### config.mk
export PLATFORM = sky130hd
export DESIGN_NAME = alu_muldiv_ctrl
export DESIGN_NICKNAME = d
export VERILOG_FILES = /design/src/rtl/alu_muldiv_ctrl.sv
export SDC_FILE = /design/constraint.sdc
export NUM_CORES = 1
export LEC_CHECK = 0
export CORE_MARGIN = 5
export CORE_UTILIZATION = 44
export DETAILED_ROUTE_END_ITERATION = 7
export PLACE_DENSITY = 0.81
export SYNTH_ARGS = -nofsm -noshare
export SYNTH_HDL_FRONTEND = slang
export SYNTH_SLANG_ARGS = --single-unit
### constraint.sdc
create_clock -name clk -period 3.8 [get_ports clk]
set_clock_uncertainty 0.05 [all_clocks]
set_input_delay 0.76 -clock clk [delete_from_list [all_inputs] [get_ports clk]]
set_output_delay 0.76 -clock clk [all_outputs]
set_load 0.02 [all_outputs]
### src/rtl/alu_muldiv_ctrl.sv
// Iterative 32x32 multiply/divide sequencer driving a dedicated alu: shift-add MUL, restoring DIV.
// Signed MULS/DIVS (magnitude + FIX correction state) are built only when MULDIV_SIGNED_EN is defined.
module alu_muldiv_ctrl (
   input  logic        clk,
   input  logic        reset_,
   input  logic        flush,
   input  logic        req_valid,
   output logic        req_ready,
   input  logic [1:0]  req_op,
   input  logic [31:0] req_a,
   input  logic [31:0] req_b,
   output logic [3:0]  alu_op,
   output logic [31:0] alu_in_0,
   output logic [31:0] alu_in_1,
   input  logic [31:0] alu_out,
   output logic        busy,
   output logic        rsp_valid,
   input  logic        rsp_ack,
   output logic [31:0] rsp_lo,
   output logic [31:0] rsp_hi,
   output logic        rsp_dz
);

   localparam int unsigned DW    = 32;
   localparam int unsigned ITER  = 32;
   localparam int unsigned CNT_W = 5;

   localparam logic [3:0] ALU_OP_ADDU = 4'h0;
   localparam logic [3:0] ALU_OP_SUBU = 4'h1;

   localparam logic [1:0] ST_IDLE = 2'd0;
   localparam logic [1:0] ST_CALC = 2'd1;
`ifdef MULDIV_SIGNED_EN
   localparam logic [1:0] ST_FIX  = 2'd2;
`endif
   localparam logic [1:0] ST_DONE = 2'd3;

   logic [1:0]       state_q, state_d;
   logic [CNT_W-1:0] cnt_q, cnt_d;
   logic [DW-1:0]    hi_q, hi_d;
   logic [DW-1:0]    lo_q, lo_d;
   logic [DW-1:0]    opnd_q, opnd_d;
   logic             div_q, div_d;
   logic             dz_q, dz_d;
   logic [DW-1:0]    rsp_lo_d, rsp_hi_d;
   logic             rsp_dz_d, req_ready_d, busy_d, rsp_valid_d;
   logic [3:0]       alu_op_d;
   logic [DW-1:0]    alu_in_0_d, alu_in_1_d;
   logic [DW-1:0]    win_lo;
   logic             mul_carry, div_ok;
   logic [DW-1:0]    a_mag, b_mag;

`ifdef MULDIV_SIGNED_EN
   logic             sgn_q, sgn_d;
   logic             neg_q_q, neg_q_d;
   logic             neg_r_q, neg_r_d;
   logic [2*DW-1:0]  prod_neg;
`else
   logic             unused_op_sign;
   assign unused_op_sign = req_op[1];
`endif

   // Next-state, datapath update and next values of all registered outputs
   always_comb begin
      state_d  = state_q;
      cnt_d    = cnt_q;
      hi_d     = hi_q;
      lo_d     = lo_q;
      opnd_d   = opnd_q;
      div_d    = div_q;
      dz_d     = dz_q;
      rsp_lo_d = rsp_lo;
      rsp_hi_d = rsp_hi;
      rsp_dz_d = rsp_dz;
      a_mag    = req_a;
      b_mag    = req_b;
`ifdef MULDIV_SIGNED_EN
      sgn_d    = sgn_q;
      neg_q_d  = neg_q_q;
      neg_r_d  = neg_r_q;
      prod_neg = '0 - {hi_q, lo_q};
      if (req_op[1]) begin
         if (req_a[DW-1]) a_mag = '0 - req_a;
         if (req_b[DW-1]) b_mag = '0 - req_b;
      end
`endif
      // alu_in_0 carries hi_q (MUL) or the low word of the 33-bit remainder window (DIV)
      win_lo    = {hi_q[DW-2:0], lo_q[DW-1]};
      mul_carry = (alu_out < hi_q);
      div_ok    = hi_q[DW-1] | (win_lo >= opnd_q);

      case (state_q)
         ST_IDLE: begin
            if (req_valid) begin
               state_d = ST_CALC;
               cnt_d   = '0;
               div_d   = req_op[0];
               dz_d    = req_op[0] & (req_b == '0);
               hi_d    = '0;
               lo_d    = req_op[0] ? a_mag : b_mag;
               opnd_d  = req_op[0] ? b_mag : a_mag;
`ifdef MULDIV_SIGNED_EN
               sgn_d   = req_op[1];
               neg_q_d = req_a[DW-1] ^ req_b[DW-1];
               neg_r_d = req_a[DW-1];
`endif
            end
         end
         ST_CALC: begin
            if (div_q) begin
               hi_d = div_ok ? alu_out : win_lo;
               lo_d = {lo_q[DW-2:0], div_ok};
            end else begin
               hi_d = {mul_carry, alu_out[DW-1:1]};
               lo_d = {alu_out[0], lo_q[DW-1:1]};
            end
            cnt_d = cnt_q + CNT_W'(1);
            if (cnt_q == CNT_W'(ITER - 1)) begin
`ifdef MULDIV_SIGNED_EN
               state_d = sgn_q ? ST_FIX : ST_DONE;
`else
               state_d = ST_DONE;
`endif
            end
         end
`ifdef MULDIV_SIGNED_EN
         ST_FIX: begin
            if (div_q) begin
               if (neg_q_q) lo_d = '0 - lo_q;
               if (neg_r_q) hi_d = '0 - hi_q;
            end else if (neg_q_q) begin
               {hi_d, lo_d} = prod_neg;
            end
            state_d = ST_DONE;
         end
`endif
         ST_DONE: begin
            if (rsp_ack) state_d = ST_IDLE;
         end
         default: state_d = ST_IDLE;
      endcase

      if (flush) state_d = ST_IDLE;

      if ((state_d == ST_DONE) && (state_q != ST_DONE)) begin
         rsp_lo_d = lo_d;
         rsp_hi_d = hi_d;
         rsp_dz_d = dz_d;
      end

      req_ready_d = (state_d == ST_IDLE);
      rsp_valid_d = (state_d == ST_DONE);
      busy_d      = (state_d != ST_IDLE) && (state_d != ST_DONE);

      // alu inputs are registered, so they are formed from the next-cycle operands
      alu_op_d   = ALU_OP_ADDU;
      alu_in_0_d = '0;
      alu_in_1_d = '0;
      if (state_d == ST_CALC) begin
         if (div_d) begin
            alu_op_d   = ALU_OP_SUBU;
            alu_in_0_d = {hi_d[DW-2:0], lo_d[DW-1]};
            alu_in_1_d = opnd_d;
         end else begin
            alu_in_0_d = hi_d;
            alu_in_1_d = lo_d[0] ? opnd_d : '0;
         end
      end
   end

   always_ff @(posedge clk or negedge reset_) begin
      if (!reset_) begin
         state_q   <= ST_IDLE;
         cnt_q     <= '0;
         hi_q      <= '0;
         lo_q      <= '0;
         opnd_q    <= '0;
         div_q     <= 1'b0;
         dz_q      <= 1'b0;
         req_ready <= 1'b1;
         busy      <= 1'b0;
         rsp_valid <= 1'b0;
         rsp_lo    <= '0;
         rsp_hi    <= '0;
         rsp_dz    <= 1'b0;
         alu_op    <= ALU_OP_ADDU;
         alu_in_0  <= '0;
         alu_in_1  <= '0;
`ifdef MULDIV_SIGNED_EN
         sgn_q     <= 1'b0;
         neg_q_q   <= 1'b0;
         neg_r_q   <= 1'b0;
`endif
      end else begin
         state_q   <= state_d;
         cnt_q     <= cnt_d;
         hi_q      <= hi_d;
         lo_q      <= lo_d;
         opnd_q    <= opnd_d;
         div_q     <= div_d;
         dz_q      <= dz_d;
         req_ready <= req_ready_d;
         busy      <= busy_d;
         rsp_valid <= rsp_valid_d;
         rsp_lo    <= rsp_lo_d;
         rsp_hi    <= rsp_hi_d;
         rsp_dz    <= rsp_dz_d;
         alu_op    <= alu_op_d;
         alu_in_0  <= alu_in_0_d;
         alu_in_1  <= alu_in_1_d;
`ifdef MULDIV_SIGNED_EN
         sgn_q     <= sgn_d;
         neg_q_q   <= neg_q_d;
         neg_r_q   <= neg_r_d;
`endif
      end
   end

endmodule

Word level (Yosys, flattened, before mapping)
Cells that the tools add are included.
{"block": "classes", "n_addsub": 1, "n_lt_le_gt_ge": 2, "eq_ne": 8, "muxes": 29, "bitwise_logic": 2, "n_reduce_logical": 8}
{"cell": "two-way mux 32 bit", "n": 14}
{"cell": "one-hot mux 32 bit (2 select lines)", "n": 2}
{"cell": "greater-or-equal comparator 32 bit", "n": 1}
{"cell": "logical NOT 32 bit", "n": 1}
{"cell": "less-than comparator 32 bit", "n": 1}
{"cell": "one-hot mux 5 bit (2 select lines)", "n": 1}
{"cell": "two-way mux 2 bit", "n": 4}
{"cell": "two-way mux 1 bit", "n": 6}
{"cell": "inequality test 2 bit (second input constant)", "n": 3}
{"cell": "one-hot mux 2 bit (3 select lines)", "n": 1}
{"cell": "adder 5 x 1 -> 5 bit (second input constant)", "n": 1}
{"cell": "equality test 5 bit (second input constant)", "n": 1}
{"cell": "two-way mux 5 bit", "n": 1}
{"cell": "equality test 2 x 1 -> 1 bit (second input constant)", "n": 2}
{"cell": "equality test 2 bit (second input constant)", "n": 2}
{"cell": "logical NOT 2 bit", "n": 2}
{"cell": "nonzero test 2 bit", "n": 2}
{"cell": "logical AND 1 bit", "n": 2}
{"cell": "AND reduction 2 bit", "n": 1}
{"cell": "bitwise AND 1 bit", "n": 1}
{"cell": "OR 1 bit", "n": 1}
{"block": "totals", "regBits": 241, "input_bits": 103, "output_inout_bits": 136, "word_cells": 66}

Longest topological paths before layout
{"block": "depth", "depth_word": 7, "depth_mapped": 13, "depth_no_buf": 12}

Worst setup path before layout
Ideal clock, no wire load.
{"block": "synth_path", "kind": "register to register", "startpoint": "reg hi_q[16]", "endpoint": "reg rsp_hi[7]", "setup_ps": 125, "t_arrival_ps": 2545, "t_required_ps": 3625, "slack_ps": 1080, "path_stages_with_launch": 10, "n_path_buf": 1, "period_less_slack_ps": 2720, "cell_sequence": "dfrtp_1 -> ha_1 -> a21o_1 -> a221o_1 -> a2111oi_4 -> and2_4 -> buf_8 -> a21boi_2 -> o31a_1 -> mux2_4"}
{"block": "synth_between", "elab_chain_len": 5}
{"element": "start, declared", "line": "40", "source": "logic [DW-1:0] hi_q, hi_d;"}
{"element": "start signal, assigned", "line": "197", "source": "hi_q <= hi_d;"}
{"element": "greater-or-equal comparator 32 bit", "line": "90", "source": "div_ok = hi_q[DW-1] | (win_lo >= opnd_q);"}
{"element": "OR 1 bit", "line": "90"}
{"element": "two-way mux 32 bit", "line": "111", "source": "hi_d = div_ok ? alu_out : win_lo;"}
{"element": "two-way mux 32 bit", "line": "110", "source": "if (div_q) begin"}
{"element": "one-hot mux 32 bit (2 select lines)", "line": "92", "source": "case (state_q)"}
{"element": "named net hi_d[7]", "line": "40"}
{"element": "end signal, assigned", "line": "206", "source": "rsp_hi <= rsp_hi_d;"}
{"element": "end, declared", "line": "20", "source": "output logic [31:0] rsp_hi,"}
The timed path passes the listed nets, and every way through them passes these cells.
A chain may end at the register's enable or synchronous reset.

Final worst setup path
{"block": "layout_path", "startpoint": "reg hi_q[14]", "endpoint": "reg alu_in_0[6]"}
{"block": "layout_between", "elab_chain_len": 7}
{"element": "greater-or-equal comparator 32 bit", "line": "90"}
{"element": "OR 1 bit", "line": "90"}
{"element": "two-way mux 32 bit", "line": "111"}
{"element": "two-way mux 32 bit", "line": "110"}
{"element": "one-hot mux 32 bit (2 select lines)", "line": "92"}
{"element": "two-way mux 32 bit", "line": "160", "source": "if (div_d) begin"}
{"element": "two-way mux 32 bit", "line": "159", "source": "if (state_d == ST_CALC) begin"}
{"element": "named net alu_in_0_d[6]", "line": "48", "source": "logic [DW-1:0] alu_in_0_d, alu_in_1_d;"}
{"element": "end signal, assigned", "line": "209", "source": "alu_in_0 <= alu_in_0_d;"}
{"element": "end, declared", "line": "13", "source": "output logic [31:0] alu_in_0,"}
The timed path passes the listed nets, and every way through them passes these cells.

==> summary by stage <==
Cells and area
The net count of the finished layout is 1750. For this run, the number of standard cells in the final layout without fillers is 1981. The layout has 2497 filler cells. Of the cells placed in the final design, the portion with a size suffix greater than 1 is 0.0664.

Compared with the post-synthesis result, the final layout area differs by 28.3%.

Placement
The setup slack after placement is 0.417 ns. The wire-length estimate of the detail-placed layout is 29100 µm. In this run the tool buffered the top-level ports with 234 buffer cells.

In this run, placement finished with an instance count of 1935. The weighted congestion reported at the end of routability-driven placement is 0.910.

Floorplan
The floorplan has 62 rows. Measured along the y axis, the die boundary spans 181 µm. The number of placed I/O pins is 239. The die is 181 µm wide. The initial cell density of the core is 0.448. The area of the placeable core is 28900 µm². The die covers 32900 µm².

Pwr
Summed over all cells, the static leakage comes to 7.55 nW. Power spread over the standard cell area amounts to 475 nW/µm². IR analysis of the VDD net gives a maximum drop of 0.341 mV. After layout, the design draws a total of 0.00787 W.

CTS
The number of hold buffers added after CTS was 0. The tree is rooted in a sky130_fd_sc_hd__clkbuf_16. The clock tree from TritonCTS is built. Post-CTS timing repair inserted 0 buffers for setup. No sink is reached through more buffers than the 3 on the longest clock path.

CTS built an H-tree with a depth of 1. The total of cells resized after clock tree synthesis is 0. The clock latency on the worst-skew pair is 0.55 ns. Clock tree synthesis found a total of 238 sinks. The clock buffer count from CTS is 26.

Clock-pin slew was measured on the worst setup and hold paths at 0.06 ns.

STA
The number of pins with negative max-slew slack in the final report is 0. The clock period minus final worst setup slack is 3.41 ns. The number of failing hold endpoints at the final stage was 0.

Setup repair after global routing left no endpoint under its margin. Timing would allow up to 0.294 GHz. In the finished design, the share of the clock period the worst path needs comes to 0.897. For the pin with the worst max-slew slack, the measured transition is 1.25 ns.

The worst-case setup margin in the final layout is 0.393 ns. Setup total negative slack on the finished layout was measured at 0 ns. The final setup violation count is 0. Measured against its own limit, the worst slew margin works out to 0.160.

Yosys
The fraction of synthesized cell area taken by the top area cell type is 0.459. In this run the cell area of the synthesized design comes to 12900 µm². The count of unique library cells instantiated by Yosys is 71. The average size of a mapped cell is 9.37 µm².

Synthesis produced 1378 cells. The cell accounting for the most synthesized area is sky130_fd_sc_hd__dfrtp_1. Among all flip-flop cells after synthesis, the most frequent one is sky130_fd_sc_hd__dfrtp_1.

The synthesized design contains 0 enable-type register cells. After synthesis the netlist holds a flip-flop and latch count of 238. After synthesis, the share of flip-flops with an asynchronous set or reset is 1.00. Of the synthesized area, sequential elements account for 0.461. The number of synthesis warnings is 0. In the post-synthesis netlist, the biggest area contributors are sky130_fd_sc_hd__dfrtp_1 (46%), sky130_fd_sc_hd__mux2i_1 (7.6%), sky130_fd_sc_hd__ha_1 (6.6%).

Critical path
For the worst flop-to-flop path, the logic depth is 10. Of all nets on the critical path, the largest fanout is 22. The data required time of the critical path is 4.12 ns. The maximum single-stage delay on the critical path is 0.46 ns. The worst-path cell with the longest stage delay is sky130_fd_sc_hd__dfrtp_1.

The endpoint class of the critical path is a flip-flop. Setup slack on the worst reg-to-reg path comes out at 0.39 ns. The worst register-to-register path ends at alu_in_0[6]. In this design, the critical path's most frequently occurring cell is sky130_fd_sc_hd__buf_4. The signal on the critical path passes through ha_1, nand4_1, or3_1, a221oi_2, o41a_2, buf_4, nor2_1, buf_4, a21boi_0, a31oi_1. The endpoint arrival time on the critical path is 3.72 ns. The critical path is of the reg2reg type. The sort of element at the start of the critical path is a flip-flop. The worst register-to-register path begins at hi_q[14].

GRT
The largest net degree at the start of global routing is 88. Across every metal layer, demand over resource in global routing totals 0.236. The layer with the highest usage after global routing is met2. The met2 global-route usage is 0.370. Global routing finished with a remaining overflow of 0. For this run, global-route usage on met3 was measured as 0.0569. The met1 global-route usage is 0.337. The initial antenna violation count was 3.

The first-pass GRT wire length is 63400 µm. The via count of the first global-routing pass came to 11383.

Drt
The total via count after detailed routing is 11481. The routed wire length is 40000 µm. The pre-antenna-repair detailed-routing pass consisted of 6 iterations. In this run the remaining antenna-violating nets after routing total 0. The ratio of routed vias to standard cells is 5.80.

For this block, the initial DRC count from the detailed router was 1247. For this run, design rule violations remaining after detail routing come to 0. The mean routed wirelength per cell is 20.2 µm.

Job
Max-cap violations in this run came to 0.

Worst hold path
The min-delay analysis places its worst path in the category in2async.

Status
The run finished with clean final reports.
==> cell usage after synthesis, drive strengths merged, types with 2 or more instances <==
| library cell | instances |
|---|---|
| dfrtp | 237 |
| nand2 | 210 |
| o21ai | 140 |
| mux2i | 98 |
| nand3 | 87 |
| inv | 77 |
| ha | 68 |
| clkbuf | 67 |
| a21oi | 48 |
| nor2 | 45 |
| nor2b | 36 |
| buf | 31 |
| o221ai | 29 |
| a31oi | 27 |
| a21boi | 24 |
| o31ai | 24 |
| o311a | 19 |
| nand4 | 14 |
| nor3 | 9 |
| nor4 | 9 |
| a21o | 6 |
| and2 | 6 |
| a221oi | 5 |
| a41oi | 5 |
| and3 | 5 |
| mux2 | 4 |
| nand2b | 4 |
| o211ai | 4 |
| a22oi | 3 |
| a41o | 3 |
| o21a | 3 |
| o311ai | 3 |
| a2111oi | 2 |
| a211oi | 2 |
| a221o | 2 |
| a22o | 2 |
| a31o | 2 |
| or2 | 2 |
==> kinds of logic (layout without fill, tap and decap cells) <==
group | Yosys count | count (layout) | share of synthesized area
adder cells (fa/ha/maj) | 68 | 68 | 0.0659
AO/OA/AOI/OAI | 361 | 361 | 0.186
other | 1 | 4 | 0.000290
AND/OR/NAND/NOR | 433 | 433 | 0.153
buffers and inverters | 175 | 391 | 0.0543
multiplexers | 102 | 102 | 0.0797
flip-flops | 238 | 238 | 0.461
==> power by group <==
group / total, W / internal, W / switching (W) / leakage [nW]
sequential: 0.00307 / 0.00279 / 0.000273 / 3.14
combinational: 0.00220 / 0.000890 / 0.00131 / 3.98
clock: 0.00261 / 0.00155 / 0.00106 / 0.421
==> state kept, by name (all words and copies together), names as in the netlist, 2 cells and up <==
| name | cells |
|---|---|
| cnt_q | 5 |
| lo_q | 32 |
| alu_in_1 | 32 |
| rsp_lo | 32 |
| alu_in_0 | 32 |
| rsp_hi | 32 |
| state_q | 2 |
| opnd_q | 32 |
| hi_q | 32 |
==> layout make-up <==
class	count	area, µm²	share of cell area
Multi-Input combinational cell	967	6290	0.379
Sequential cell	238	5960	0.360
Timing Repair Buffer	269	2670	0.161
Clock buffer	35	724	0.0437
Tap cell	384	480	0.0290
Inverter	77	289	0.0174
Clock inverter	10	161	0.00974
Antenna cell	1	2.50	0.000151
==> how the worst max path moves through the flow <==
stage                     cells after the start     start  slack [ns]          end
after floorplan                               9  hi_q[16]        1.08    rsp_hi[7]
after global placement                       10  hi_q[14]        0.42  alu_in_0[6]
after detailed placement                     10  hi_q[29]        0.42  alu_in_0[6]
after CTS                                    10  hi_q[29]        0.39  alu_in_0[6]
after global routing                         10  hi_q[29]        0.21  alu_in_0[6]
final                                        10  hi_q[14]        0.39  alu_in_0[6]
==> placed cells by master (no fill, tap or decap), drive strengths merged, types with 6 or more instances in the layout <==
cell type      count
nor2b             36
and2               6
nor3               9
nand4             14
nand2            210
a21boi            24
dfrtp            237
a31oi             27
nor4               9
clkdlybuf4s50    232
nand3             87
o221ai            29
a21oi             48
ha                68
a21o               6
mux2i             98
o21ai            140
nor2              45
clkbuf            35
o311a             19
buf               37
o31ai             24
inv               77
==> critical path, delay by kind of cell, from the launching register on <==
family                     cells  cell delay [ns]
buffers and inverters          2             0.52
and+or+nand+nor                3             0.66
DFF                            1             0.46
adders and majority gates      1             0.36
AOI/OAI and AO/OA              4             1.16
==> layer usage <==
metal	up-vias	part of all wire
met2	626	0.45
met5	-	0.00032
li1	5339	-
met4	2	0.023
met3	77	0.10
met1	5437	0.43
==> stage by stage <==
stage | instance area [µm²] | hold WS (ns) | utilization
3_3_place_gp | 15700 | 0.412 | 0.544
6_report | 16600 | 0.147 | 0.574
5_1_grt | 16600 | 0.206 | 0.574
3_5_place_dp | 15700 | 0.411 | 0.544
2_1_floorplan | 12900 | 0.399 | -
4_1_cts | 16600 | 0.180 | 0.574
Note: power is estimated with default switching activity, not from simulation.
